==> config.mk <==
export PLATFORM = sky130hd
export DESIGN_NAME = sd_resp_rx
export DESIGN_NICKNAME = d
export VERILOG_FILES = /design/src/rtl/sd_resp_rx.sv
export SDC_FILE = /design/constraint.sdc
export NUM_CORES = 1
export LEC_CHECK = 0
export CAP_MARGIN = 20
export CORE_MARGIN = 2
export CORE_UTILIZATION = 25
export DETAILED_ROUTE_END_ITERATION = 8
export DONT_BUFFER_PORTS = 1
export PLACE_DENSITY = 0.49
export SYNTH_ARGS = -nofsm -noshare
export SYNTH_HDL_FRONTEND = slang
export SYNTH_SLANG_ARGS = --single-unit
==> constraint.sdc <==
create_clock -name iclk -period 4.59 [get_ports iclk]
set_clock_uncertainty 0.15 [all_clocks]
set_input_delay 1.377 -clock iclk [delete_from_list [all_inputs] [get_ports iclk]]
set_output_delay 1.377 -clock iclk [all_outputs]
set_load 0.03 [all_outputs]
==> src/rtl/sd_resp_rx.sv <==
// sd_resp_rx: host-side SD CMD-line response receiver for 48-bit and 136-bit (R2) frames.
// Define SD_RESP_CRC_EN to build the CRC7 checker; without it ocrc_err is tied to 0.
module sd_resp_rx #(
    parameter int NCR_MAX = 64,
    parameter int CNT_W   = 8
) (
    input  logic         iclk,
    input  logic         irst,
    input  logic         isd_rise,
    input  logic         icmd,
    input  logic         istart,
    input  logic         ilong,
    output logic         obusy,
    output logic         odone,
    output logic [5:0]   oidx,
    output logic [31:0]  oarg,
    output logic [119:0] olong_data,
    output logic         ocrc_err,
    output logic         oframe_err,
    output logic         otimeout
);
    typedef enum logic [1:0] {IDLE, WAIT_START, RECV, DONE} state_t;

    localparam logic [CNT_W-1:0] NCR_C = CNT_W'(NCR_MAX);

    state_t           state_q, state_d;
    logic             long_q, long_d;
    logic [CNT_W-1:0] cnt_q, cnt_d;
    logic [119:0]     shift_q, shift_d;
    logic             busy_q, busy_d;
    logic             done_q, done_d;
    logic             frame_err_q, frame_err_d;
    logic             timeout_q, timeout_d;
    logic [5:0]       idx_q, idx_d;
    logic [31:0]      arg_q, arg_d;
    logic [119:0]     long_data_q, long_data_d;
    logic [CNT_W-1:0] bit_n, last_bit, data_end, crc_lo;
`ifdef SD_RESP_CRC_EN
    logic [6:0]       crc_q, crc_d;
    logic [6:0]       rx_crc_q, rx_crc_d;
    logic             crc_err_q, crc_err_d;
    logic             fb;
`endif

    // bit_n is the 1-based position of the bit sampled on this strobe; the start bit is bit 1
    always_comb begin
        bit_n       = cnt_q + CNT_W'(1);
        last_bit    = long_q ? CNT_W'(136) : CNT_W'(48);
        data_end    = long_q ? CNT_W'(128) : CNT_W'(40);
        crc_lo      = long_q ? CNT_W'(9) : CNT_W'(2);
        state_d     = state_q;
        long_d      = long_q;
        cnt_d       = cnt_q;
        shift_d     = shift_q;
        busy_d      = busy_q;
        done_d      = 1'b0;
        frame_err_d = frame_err_q;
        timeout_d   = timeout_q;
        idx_d       = idx_q;
        arg_d       = arg_q;
        long_data_d = long_data_q;
`ifdef SD_RESP_CRC_EN
        crc_d       = crc_q;
        rx_crc_d    = rx_crc_q;
        crc_err_d   = crc_err_q;
        fb          = icmd ^ crc_q[6];
`endif
        case (state_q)
            IDLE: begin
                if (istart) begin
                    state_d     = WAIT_START;
                    long_d      = ilong;
                    busy_d      = 1'b1;
                    cnt_d       = '0;
                    frame_err_d = 1'b0;
                    timeout_d   = 1'b0;
`ifdef SD_RESP_CRC_EN
                    crc_err_d   = 1'b0;
`endif
                end
            end
            WAIT_START: begin
                if (isd_rise) begin
                    if (!icmd) begin
                        state_d = RECV;
                        cnt_d   = CNT_W'(1);
`ifdef SD_RESP_CRC_EN
                        crc_d   = '0;
`endif
                    end else begin
                        cnt_d = bit_n;
                        if (bit_n == NCR_C) begin
                            state_d   = DONE;
                            timeout_d = 1'b1;
                            done_d    = 1'b1;
                            busy_d    = 1'b0;
                        end
                    end
                end
            end
            RECV: begin
                if (isd_rise) begin
                    cnt_d = bit_n;
                    if (bit_n <= data_end) shift_d = {shift_q[118:0], icmd};
                    if (bit_n == CNT_W'(2) && icmd) frame_err_d = 1'b1;
`ifdef SD_RESP_CRC_EN
                    if (bit_n >= crc_lo && bit_n <= data_end)
                        crc_d = {crc_q[5:3], crc_q[2] ^ fb, crc_q[1:0], fb};
                    if (bit_n > data_end && bit_n < last_bit) rx_crc_d = {rx_crc_q[5:0], icmd};
`endif
                    if (bit_n == last_bit) begin
                        state_d = DONE;
                        done_d  = 1'b1;
                        busy_d  = 1'b0;
                        if (!icmd) frame_err_d = 1'b1;
                        if (long_q) begin
                            long_data_d = shift_q;
                            idx_d       = 6'h3F;
                        end else begin
                            idx_d = shift_q[37:32];
                            arg_d = shift_q[31:0];
                        end
`ifdef SD_RESP_CRC_EN
                        crc_err_d = crc_q != rx_crc_q;
`endif
                    end
                end
            end
            DONE: state_d = IDLE;
            default: state_d = IDLE;
        endcase
    end

    always_ff @(posedge iclk) begin
        if (!irst) begin
            state_q     <= IDLE;
            long_q      <= 1'b0;
            cnt_q       <= '0;
            shift_q     <= '0;
            busy_q      <= 1'b0;
            done_q      <= 1'b0;
            frame_err_q <= 1'b0;
            timeout_q   <= 1'b0;
            idx_q       <= '0;
            arg_q       <= '0;
            long_data_q <= '0;
`ifdef SD_RESP_CRC_EN
            crc_q       <= '0;
            rx_crc_q    <= '0;
            crc_err_q   <= 1'b0;
`endif
        end else begin
            state_q     <= state_d;
            long_q      <= long_d;
            cnt_q       <= cnt_d;
            shift_q     <= shift_d;
            busy_q      <= busy_d;
            done_q      <= done_d;
            frame_err_q <= frame_err_d;
            timeout_q   <= timeout_d;
            idx_q       <= idx_d;
            arg_q       <= arg_d;
            long_data_q <= long_data_d;
`ifdef SD_RESP_CRC_EN
            crc_q       <= crc_d;
            rx_crc_q    <= rx_crc_d;
            crc_err_q   <= crc_err_d;
`endif
        end
    end

    assign obusy      = busy_q;
    assign odone      = done_q;
    assign oidx       = idx_q;
    assign oarg       = arg_q;
    assign olong_data = long_data_q;
    assign oframe_err = frame_err_q;
    assign otimeout   = timeout_q;
`ifdef SD_RESP_CRC_EN
    assign ocrc_err   = crc_err_q;
`else
    assign ocrc_err   = 1'b0;
`endif
endmodule

### After elaboration in Yosys (flattened, before gate mapping)

Cells that the tools add are included.

* add/subtract/negate cells: 1
* $lt $le $gt $ge: 1
* equal/unequal tests: 13
* muxes and demuxes: 38
* bitwise logic cells: 1
* reductions and logical operators: 15

Operators by type and width (number)
* 8-bit 2-to-1 mux: 6
* 8-bit one-hot mux with 3 select lines: 1
* 1-bit 2-to-1 mux: 19
* 2-bit 2-to-1 mux: 6
* 2-bit inequality test (second input constant): 6
* 4-bit AND reduction: 3
* 5-bit AND reduction: 2
* 3-bit AND reduction: 3
* 8-bit by 1-bit adder with 8-bit output (second input constant): 1
* 8-bit by 2-bit equality test with 1-bit output (second input constant): 1
* 8-bit by 7-bit equality test with 1-bit output (second input constant): 1
* 8-bit equality test: 1
* 8-bit <= comparator: 1
* 2-bit one-hot mux with 4 select lines: 1
* 7-bit AND reduction: 1
* 6-bit 2-to-1 mux: 1
* 1-bit one-hot mux with 2 select lines: 3
* 2-bit equality test (second input constant): 2
* 2-bit nonzero test: 2
* 3-bit inequality test (second input constant): 1
* 1-bit one-hot mux with 3 select lines: 1
* 3-bit nonzero test: 1
* 2-bit by 1-bit equality test with 1-bit output (second input constant): 1
* 2-bit logical NOT: 1
* 3 further kinds: 3

* register bits: 293
* input port bits: 6

### Depth between registers and ports, before layout

* depth in word-level cells: 8
* depth in mapped cells: 14

### Worst setup path before layout

OpenSTA, ideal clock, no wires.

* path kind: input to register
* start: in isd_rise
* end: reg shift_q[0]
* library setup time: 0.128 ns
* arrival time: 3.002 ns
* data required time: 4.312 ns
* path slack: 1.310 ns
* stages: 8
* cell sequence: nand2_1 > o41a_1 > a221o_1 > buf_2 > buf_2 > buf_2 > nand3_1 > o21ai_0

* word-level cells in the longest chain between the ends: 1

Ends and longest elaborated chain
* start: declaration: RTL line 9 `input logic isd_rise,`
* 3-bit AND reduction (no line)
* end signal: assignment: RTL line 156 `shift_q <= shift_d;`
* end: declaration: RTL line 29 `logic [119:0] shift_q, shift_d;`

Every way passes these cells.
A chain may end at the register's enable or synchronous reset.

### Worst setup path in the final report

* start: reg cnt_q[4]
* end: reg long_data_q[64] (netlist: olong_data[64])

* word-level cells in the longest chain between the ends: 3

Ends and longest elaborated chain
* start: declaration: RTL line 28 `logic [CNT_W-1:0] cnt_q, cnt_d;`
* start signal: assignment: RTL line 155 `cnt_q <= cnt_d;`
* 8-bit by 1-bit adder with 8-bit output: RTL line 47 `bit_n = cnt_q + CNT_W'(1);`
* 8-bit equality test: RTL line 111 `if (bit_n == last_bit) begin`
* 4-bit AND reduction (no line)
* end signal: assignment: RTL line 163 `long_data_q <= long_data_d;`
* end: declaration: RTL line 36 `logic [119:0] long_data_q, long_data_d;`

Every way passes these cells.

==> flow_metrics.py <==
metrics = {
    "synth": {
        "syn_area_um2": 11630,
        "ys_types": 53,
        "synthesis.nets": 1367,
        "ys.flop_type": "dfxtp_1",
        "ys_seq_elements": 293,
        "synth_edf_count": 0,
        "avgSynthCellArea_um2": 8.607,
        "yosys_warnings": 0,
        "seq_area_frac_synth_pct": 50.44,
        "async_flop_share_pct": 0,
        "synth_cells": 1351,
    },
    "finish": {
        "area_growth_pct": 13.13,
        "antenna_cells": 0,
        "final_common_cell": "dfxtp_1",
        "drive_above_1_share_pct": 5.263,
        "design_area_um2": 13160,
        "final_util_pct": 28.44,
        "final_nets": 1286,
        "layout_common_cells": "292 x dfxtp_1, 252 x nand2_1, 244 x nand3_1",
    },
    "sta": {
        "worst_pin_slew_ns": 1.117,
        "rsz0062_at_grt": "no",
        "finalCritPeriodShare_pct": 80.62,
        "holdWs_ns": 0.3193,
        "finalSetupTns_ns": 0,
        "final-max-slew-violation-count": 0,
        "relSlewSlack_pct": 25.55,
        "fin_crit_ns": 3.701,
        "finalHoldViolCount": 0,
        "fmax_ghz": 0.2702,
        "setup_violations": 0,
    },
    "placed_design": {
        "portBuffers": 0,
        "placed_area_um2": 11900,
        "dp_hpwl_um": 16200,
        "gp_congestion": 0.7520,
    },
    "setup_path": {
        "cp-end-kind": "flop",
        "required_ns": 4.85,
        "cp_max_fo": 71,
        "cp.arrival_ns": 3.96,
        "cp-start-kind": "flop",
        "worstSetupPathType": "reg2reg",
    },
    "power": {
        "p_int_uw": 4618,
        "leakage_uw": 0.004167,
        "p_sw_uw": 1397,
        "switching_share_pct": 23.22,
        "powerDensity_nw_per_um2": 457.2,
        "p_seq_share_pct": 43.4,
        "pwr-share-comb_pct": 6.4,
        "clockPowerShare_pct": 50.2,
        "vdd_drop_max_v": 0.0002642,
    },
    "floorplanning": {
        "die_width_um": 219.7,
        "num_rows": 79,
        "initial_core_util_pct": 25.14,
        "coreArea_um2": 46260,
        "die_y_um": 219.7,
        "die-area_um2": 48250,
        "io_pins": 169,
    },
    "global_routing": {
        "antenna_found_initial": 0,
        "grt_pass1_vias": 7960,
        "grt_start_max_net_pins": 415,
        "grt_pass1_wl_um": 44240,
        "track_usage_pct": 11.39,
        "grt_overflow_total": 0,
    },
    "clocking": {
        "cts_buffers": 36,
        "cts.path.max_buffers": 3,
        "cts_setup_buffers": 0,
        "cts_max_level": 2,
        "clkLatencyLatePin_ns": 0.53,
        "post_cts_resized": 0,
        "cts_hold_buf": 0,
        "cts_tree": "yes",
        "cts_root_buf": "clkbuf_16",
        "clk_pin_slew_ns": 0.05,
        "clock-sinks": 293,
    },
    "min_path": {
        "worstHoldPathType": "reg2reg",
    },
    "detailed_routing": {
        "wl_um": 27570,
        "vias_per_cell": 4.545,
        "drc": 0,
        "antenna_left": 0,
        "dr.first_iter.drc_count": 489,
        "drt_first_pass_iters": 5,
        "dr_total_vias": 8631,
        "detail_route.wl_per_cell_um": 14.52,
    },
    "run_status": {
        "status": "completed",
    },
    "job": {
        "max_cap_violations": 0,
    },
}
-- layout make-up --
cell class                      count  area (µm²)
Inverter                            9       33.78
Clock inverter                      9       195.2
Multi-Input combinational cell    923        5135
Timing Repair Buffer                7       102.6
Clock buffer                       51        1060
Sequential cell                   293        5869
Fill cell                        4919       33100
Tap cell                          607       759.5
-- through the flow --
| step | setup slack, ns | instances | total power, µW |
|---|---|---|---|
| finish | 0.8894 | 1899 | 6015 |
| global route | 0.6933 | 1899 | 6286 |
| CTS | 0.8749 | 1899 | 6140 |
| detailed placement | 0.8731 | 1839 | 3058 |
| global placement | 0.9176 | 1839 | 3054 |
| floorplan | 1.310 | 1351 | 3009 |
-- registers in the layout, summed over array words and instances, names as in the netlist, 2 cells and up --
signal      cells
shift_q       120
cnt_q           8
state_q         2
oarg           32
olong_data    120
oidx            6
-- critical path, stage by stage, from the launching register on --
cell	delay (ns)
dfxtp_1	0.54
nand4_1	0.21
nor2_1	0.25
xnor2_1	0.11
ha_1	0.34
nand4_1	0.14
or4_1	0.59
or3_4	0.63
buf_12	0.31
nand2_1	0.13
a21boi_1	0.07
-- worst paths after layout --
kind | end | slack, ns | cells after the start | startpoint
hold / removal | shift_q[95] | 0.32 | 2 | shift_q[94]
setup / recovery | olong_data[64] | 0.89 | 10 | cnt_q[4]
hold reg to reg | shift_q[95] | 0.32 | 2 | shift_q[94]
setup reg to reg | olong_data[64] | 0.89 | 10 | cnt_q[4]
-- cells in the mapped netlist (2+ instances only) --
library cell	instances	area, µm²
or3_1	2	12.51
and3_1	2	12.51
o21a_1	2	15.01
a21oi_1	9	45.04
nand3_1	244	1221
o21ai_0	127	635.6
nand2b_1	3	18.77
a21boi_0	17	127.6
nand2_1	252	945.9
buf_4	4	30.03
nor4_1	4	25.02
xnor2_1	5	43.79
o31a_1	2	17.52
inv_1	9	33.78
nor3_1	3	15.01
a221o_1	2	20.02
buf_1	25	93.84
clkbuf_1	59	221.5
o211a_1	6	60.06
ha_1	10	125.1
buf_6	12	135.1
mux2i_1	40	400.4
dfxtp_1	293	5866
nor2b_1	46	287.8
nor2_1	13	48.80
xor2_1	3	26.28
a21boi_1	100	750.7
nand4_1	3	18.77
buf_2	26	130.1
o31ai_1	2	15.01
and2_1	4	25.02
-- power by group through the flow --
stage	clock, µW	sequential [µW]	combinational (µW)
3_3_place_gp	0	2670	388
6_report	3020	2610	386
4_1_cts	3140	2610	390
5_1_grt	3230	2620	435
2_1_floorplan	0	2640	374
3_5_place_dp	0	2670	390
-- logic make-up (layout without fill, tap and decap cells) --
group | count (synthesis) | after routing | share of synthesized area, %
simple gates | 583 | 583 | 23.28
flops | 293 | 293 | 50.44
compound gates | 281 | 281 | 15.58
buf+inv | 135 | 76 | 5.541
mux | 40 | 40 | 3.443
fa+ha+maj | 10 | 10 | 1.076
xor+xnor | 8 | 8 | 0.6026
other cells | 1 | 1 | 0.03225
-- routing by layer --
layer,vias to the layer above,track usage [%],part of all wire [%]
li1,4455,-,-
met1,3959,14.23,46
met2,167,17.46,43
met3,50,4.527,7.9
met4,0,4.609,3.2
met5,-,0,0
(Power assumes the default switching activity.)
